**src/rtl/tlc_lamp_driver.sv**
```systemverilog
// ---------------------------------------------------------------------------
// tlc_lamp_driver
//
// Lamp output stage for the traffic-light controller, doubling as an
// independent conflict monitor. Controller codes are checked every cycle in
// RUN and TEST. A code that is invalid, conflicting or illegally sequenced
// never reaches the lamps. Instead a sticky fault is latched and both roads
// flash red until the operator clears it.
//
// Parameters
//   BLINK_HALF     flash half-period in Clk cycles (>= 2)
//
// Ports
//   Clk            system clock, rising edge
//   Rst            synchronous reset, active high
//   highwaySignal  controller code, highway road (00 G, 01 Y, 10 R, 11 bad)
//   farmSignal     controller code, farm road (same encoding)
//   FaultClr       operator fault clear (level, honoured only in FLASH)
//   LampTest       lamp test request (level)
//   hwyLamps       highway lamps {red, yellow, green}, registered
//   farmLamps      farm lamps {red, yellow, green}, registered
//   Fault          sticky fault flag, registered
//   faultCode      first fault cause: 00 none, 01 conflict, 10 invalid,
//                  11 illegal transition
//   monState       monitor state (00 RST, 01 RUN, 10 FLASH, 11 TEST)
// ---------------------------------------------------------------------------

// Per-road check and decode. Purely combinational.
//   code      code sampled this cycle
//   prev      last code accepted for this road
//   invalid   code is the unused 11 encoding
//   is_red    code is red
//   bad_step  code changed, and not along G->Y->R->G
//   lamps     one-hot {red, yellow, green} decode of code
module tlc_road_chk (
    input  logic [1:0] code,
    input  logic [1:0] prev,
    output logic       invalid,
    output logic       is_red,
    output logic       bad_step,
    output logic [2:0] lamps
);
    localparam logic [1:0] C_GRN = 2'b00;
    localparam logic [1:0] C_YEL = 2'b01;
    localparam logic [1:0] C_RED = 2'b10;

    logic step_ok;

    assign invalid = (code == 2'b11);
    assign is_red  = (code == C_RED);

    // Holding the same code is always fine; a change must follow the cycle.
    assign step_ok = (code == prev)
                   || ((prev == C_GRN) && (code == C_YEL))
                   || ((prev == C_YEL) && (code == C_RED))
                   || ((prev == C_RED) && (code == C_GRN));
    assign bad_step = !step_ok;

    always_comb begin
        lamps = 3'b100;
        case (code)
            C_GRN:   lamps = 3'b001;
            C_YEL:   lamps = 3'b010;
            C_RED:   lamps = 3'b100;
            default: lamps = 3'b100;
        endcase
    end
endmodule

module tlc_lamp_driver #(
    parameter int BLINK_HALF = 25000000
) (
    input  logic       Clk,
    input  logic       Rst,
    input  logic [1:0] highwaySignal,
    input  logic [1:0] farmSignal,
    input  logic       FaultClr,
    input  logic       LampTest,
    output logic [2:0] hwyLamps,
    output logic [2:0] farmLamps,
    output logic       Fault,
    output logic [1:0] faultCode,
    output logic [1:0] monState
);
    localparam int NUM_ROADS = 2;
    localparam int CW        = $clog2(BLINK_HALF);

    localparam logic [CW-1:0] CNT_LAST = CW'(BLINK_HALF - 1);
    localparam logic [1:0]    C_RED    = 2'b10;
    localparam logic [2:0]    L_RED    = 3'b100;
    localparam logic [2:0]    L_ALL    = 3'b111;

    localparam logic [1:0] FC_NONE     = 2'b00;
    localparam logic [1:0] FC_CONFLICT = 2'b01;
    localparam logic [1:0] FC_INVALID  = 2'b10;
    localparam logic [1:0] FC_STEP     = 2'b11;

    typedef enum logic [1:0] {
        MON_RST   = 2'b00,
        MON_RUN   = 2'b01,
        MON_FLASH = 2'b10,
        MON_TEST  = 2'b11
    } mon_t;

    mon_t                            state;
    logic [NUM_ROADS-1:0][1:0]       code_in;
    logic [NUM_ROADS-1:0][1:0]       prev_q;
    logic [NUM_ROADS-1:0]            inv;
    logic [NUM_ROADS-1:0]            red;
    logic [NUM_ROADS-1:0]            bad;
    logic [NUM_ROADS-1:0][2:0]       dec;
    logic [CW-1:0]                   blink_cnt;
    logic                            blink_on;
    logic [1:0]                      fault_det;

    // Road 0 is the highway, road 1 the farm road.
    assign code_in = {farmSignal, highwaySignal};

    for (genvar g = 0; g < NUM_ROADS; g++) begin : g_road
        tlc_road_chk u_chk (
            .code     (code_in[g]),
            .prev     (prev_q[g]),
            .invalid  (inv[g]),
            .is_red   (red[g]),
            .bad_step (bad[g]),
            .lamps    (dec[g])
        );
    end

    // Highest-priority cause wins: invalid, then conflict, then sequencing.
    always_comb begin
        fault_det = FC_NONE;
        if (|inv)
            fault_det = FC_INVALID;
        else if (!(|red))
            fault_det = FC_CONFLICT;
        else if (|bad)
            fault_det = FC_STEP;
    end

    assign monState = state;

    always_ff @(posedge Clk) begin
        if (Rst) begin
            state     <= MON_RST;
            hwyLamps  <= L_RED;
            farmLamps <= L_RED;
            Fault     <= 1'b0;
            faultCode <= FC_NONE;
            prev_q    <= {C_RED, C_RED};
            blink_cnt <= '0;
            blink_on  <= 1'b1;
        end else begin
            case (state)
                MON_RST: begin
                    state     <= MON_RUN;
                    hwyLamps  <= L_RED;
                    farmLamps <= L_RED;
                    prev_q    <= {C_RED, C_RED};
                    blink_cnt <= '0;
                    blink_on  <= 1'b1;
                end

                MON_RUN, MON_TEST: begin
                    if (fault_det != FC_NONE) begin
                        // Offending code is dropped; flash starts in the on phase.
                        state     <= MON_FLASH;
                        Fault     <= 1'b1;
                        faultCode <= fault_det;
                        blink_cnt <= '0;
                        blink_on  <= 1'b1;
                        hwyLamps  <= L_RED;
                        farmLamps <= L_RED;
                    end else begin
                        // Accepted codes become the reference for the next check,
                        // whether or not they are displayed.
                        prev_q <= code_in;
                        if (LampTest) begin
                            state     <= MON_TEST;
                            hwyLamps  <= L_ALL;
                            farmLamps <= L_ALL;
                        end else begin
                            state     <= MON_RUN;
                            hwyLamps  <= dec[0];
                            farmLamps <= dec[1];
                        end
                    end
                end

                MON_FLASH: begin
                    if (FaultClr && red[0] && red[1]) begin
                        state     <= MON_RUN;
                        Fault     <= 1'b0;
                        faultCode <= FC_NONE;
                        prev_q    <= {C_RED, C_RED};
                        blink_cnt <= '0;
                        blink_on  <= 1'b1;
                        hwyLamps  <= L_RED;
                        farmLamps <= L_RED;
                    end else if (blink_cnt == CNT_LAST) begin
                        // Wrap: the lamps take the new phase on the same edge.
                        blink_cnt <= '0;
                        blink_on  <= !blink_on;
                        hwyLamps  <= {!blink_on, 2'b00};
                        farmLamps <= {!blink_on, 2'b00};
                    end else begin
                        blink_cnt <= blink_cnt + CW'(1);
                        hwyLamps  <= {blink_on, 2'b00};
                        farmLamps <= {blink_on, 2'b00};
                    end
                end

                default: begin
                    state     <= MON_RST;
                    hwyLamps  <= L_RED;
                    farmLamps <= L_RED;
                end
            endcase
        end
    end
endmodule
```
**config.mk**
```make
export PLATFORM = sky130hd
export DESIGN_NAME = tlc_lamp_driver
export DESIGN_NICKNAME = d
export VERILOG_FILES = /design/src/rtl/tlc_lamp_driver.sv
export SDC_FILE = /design/constraint.sdc
export NUM_CORES = 1
export LEC_CHECK = 0
export ABC_AREA = 1
export CAP_MARGIN = 10
export CORE_UTILIZATION = 62
export CTS_CLUSTER_SIZE = 14
export DETAILED_ROUTE_END_ITERATION = 6
export PLACE_DENSITY = 0.84
export SETUP_SLACK_MARGIN = 0.3
export SYNTH_ARGS = -nofsm -noshare
export SYNTH_HDL_FRONTEND = slang
export SYNTH_SLANG_ARGS = --single-unit
```
**constraint.sdc**
```tcl
create_clock -name Clk -period 3 [get_ports Clk]
set_input_delay 0.6 -clock Clk [delete_from_list [all_inputs] [get_ports Clk]]
set_output_delay 0.6 -clock Clk [all_outputs]
set_load 0.05 [all_outputs]
```
==> results.cfg <==
[routing]
vias = 2607
final_antenna_net_count = 0
drt_pre_antenna_iters = 7
drt_iter0_drc = 250
via_per_inst = 5.68
drc_errors = 0
wire_per_inst_microns = 13.4
wl_microns = 6140

[power]
power_density_nw_per_um2 = 409
p_total_mw = 1.12
cellLeakagePower_nw = 1.06
ir_worst_vdd_mv = 0.388

[timing]
fmax_mhz = 433
skew_ns = 0.00952
setup_viol = 0
rsz0062_at_grt = false
finalSetupTns_ns = 0
relSlewSlack = 0.639
fin_crit_ns = 2.31
min_period_over_period = 0.770
maxSlewViolCount = 0
worstMarginPinSlew_ns = 0.540
hold_viol_final = 0

[die]
row_count = 22
core_area_sq_um = 3720
io_pins = 19
start_util = 0.656
die_h_microns = 64.7
die_w_microns = 64.7
die_area_sq_um = 4190

[setup_path]
path_cells = clkdlybuf4s50_1
path_buf_inv = 1
cp_top_family = buffers and inverters
crit_required_ns = 2.40
r2r_start = blink_cnt[0]$_SDFFE_PP0P_
endpoint_kind = primary output
slowest_stage = clkdlybuf4s50_1
critPathLaunchType = flip-flop
path_depth = 1
worst_r2r_endpoint = blink_cnt[21]$_SDFFE_PP0P_
worstSetupPathType = reg2out
cpPeakStageDelay_ns = 0.87
critPathMaxFanout = 12
rr_worst_depth = 8
cp.arrival_ns = 1.71
rrSetupSlack_ns = 0.95

[synth]
synthArstFlopShare = 0
ys_warn_count = 0
synth_cell_types = 36
yosysSeqAreaShare = 0.337
syn_nets = 402
synth_cells = 393
synth_ff_type = dfxtp_1
ys_ff_latch = 41
synth_edf_count = 0
syn_avg_cell_area_sq_um = 6.20
netlist_area_sq_um = 2440

[placed_design]
gp_congestion = 0.941
placed_cells_incl_taps = 451
post-dp-hpwl_microns = 4560
numPortBuffers = 18

[clock_tree]
hold_buffers = 0
cts_setup_buffers = 0
numCtsBuffers = 5
insertion_delay_ns = 0.30
cts_buffer_depth = 2
cts_tree = yes
cts_num_sinks = 41
cts_resized = 0
cts-htree-levels = 2
clockRootBuffer = clkbuf_8
cts.reportedPaths.clkPinSlew_ns = 0.08

[finish]
final_common_cell = nand2_1
syn_to_final_growth_pct = 12.2
diodes = 0
mostFrequentLayoutCells = 112 x nand2_1, 56 x nor2_1, 41 x dfxtp_1
nNetsFinal = 419
drive_gt1_frac = 0.0730
post-route-util = 0.736
final_cells = 459

[min_path]
min_delay_worst_endpoint = faultCode[1]$_SDFFE_PP0P_
hold_depth = 2
hold_start = faultCode[1]$_SDFFE_PP0P_
holdCritPathClass = reg2reg

[global_route]
grt_pass1_wl_microns = 10600
grt_max_degree = 24
antenna_found_initial = 0
grtUsageTotal = 0.326
grt.overflow.total = 0
grt_pass1_vias = 2427

[flow_run]
max-cap-violations = 0

[run_status]
status = complete, no violations
[how the worst max path moves through the flow]
stage                                      end                     start  slack, ns
finish                             monState[0]  monState[0]$_SDFFE_PP0P_       0.69
global route                       monState[0]  monState[0]$_SDFFE_PP0P_       0.64
CTS                                monState[0]  monState[0]$_SDFFE_PP0P_       0.69
detailed placement  blink_cnt[24]$_SDFFE_PP0P_          highwaySignal[0]       0.50
global placement    blink_cnt[18]$_SDFFE_PP0P_          highwaySignal[0]       0.58
floorplan           blink_cnt[18]$_SDFFE_PP0P_  monState[0]$_SDFFE_PP0P_       1.24
[metrics by stage]
step	hold WS [ns]	area [sq um]	setup WS, ns
detailed placement	0.454	2650	0.504
CTS	0.467	2730	0.686
finish	0.464	2730	0.690
global route	0.492	2730	0.638
floorplan	0.451	2440	1.24
global placement	0.449	2650	0.579
[layout make-up]
class | count | area [sq um]
inverter | 42 | 161
timing repair buffer | 22 | 210
tap | 48 | 60.1
clock buffer | 5 | 68.8
sequential | 41 | 821
multi-input combinational | 298 | 1400
clock inverter | 3 | 17.5
fill | 325 | 982
[routing by layer]
layer | vias to the layer above | GRT usage | part of all wire
met3 | 18 | 0.0775 | 0.060
li1 | 1309 | - | -
met5 | - | 0 | 0
met1 | 1174 | 0.394 | 0.43
met4 | 0 | 0.142 | 0.022
met2 | 106 | 0.544 | 0.49
[sequential cells by signal, summed over array words and instances (netlist names)]
| register | count |
|---|---|
| Fault | 1 |
| blink_cnt | 25 |
| blink_on | 1 |
| farmLamps | 3 |
| faultCode | 2 |
| hwyLamps | 3 |
| monState | 2 |
| prev_q | 4 |
[tightest hold or removal path: stages (launching register included)]
cell	delay, ns
dfxtp_1	0.31
nand2_1	0.06
a21oi_1	0.05
[cell families after synthesis]
| logic type | after synthesis | synth area share |
|---|---|---|
| flip-flops | 41 | 0.337 |
| AO/OA/AOI/OAI | 45 | 0.102 |
| AND/OR/NAND/NOR | 249 | 0.455 |
| buffers and inverters | 54 | 0.0909 |
| adder cells (fa/ha/maj) | 1 | 0.00513 |
| XOR/XNOR | 3 | 0.0108 |
[where the power goes]
group	switching, mW	leakage, nW	internal, mW
Clock	0.204	0.0439	0.161
Sequential	0.0162	0.332	0.560
Combinational	0.120	0.688	0.0570
Total	0.340	1.06	0.777
[cell usage after synthesis (all sizes together), types with 3 or more instances]
master | n | area share
a21oi | 29 | 0.064
buf | 4 | 0.011
clkbuf | 8 | 0.013
dfxtp | 41 | 0.34
inv | 41 | 0.064
nand2 | 116 | 0.19
nand3 | 38 | 0.080
nand4 | 19 | 0.049
nor2 | 59 | 0.096
nor3 | 12 | 0.029
o21ai | 11 | 0.023
or2 | 3 | 0.0077
xor2 | 3 | 0.011
Power figures use the tool's default switching activity.
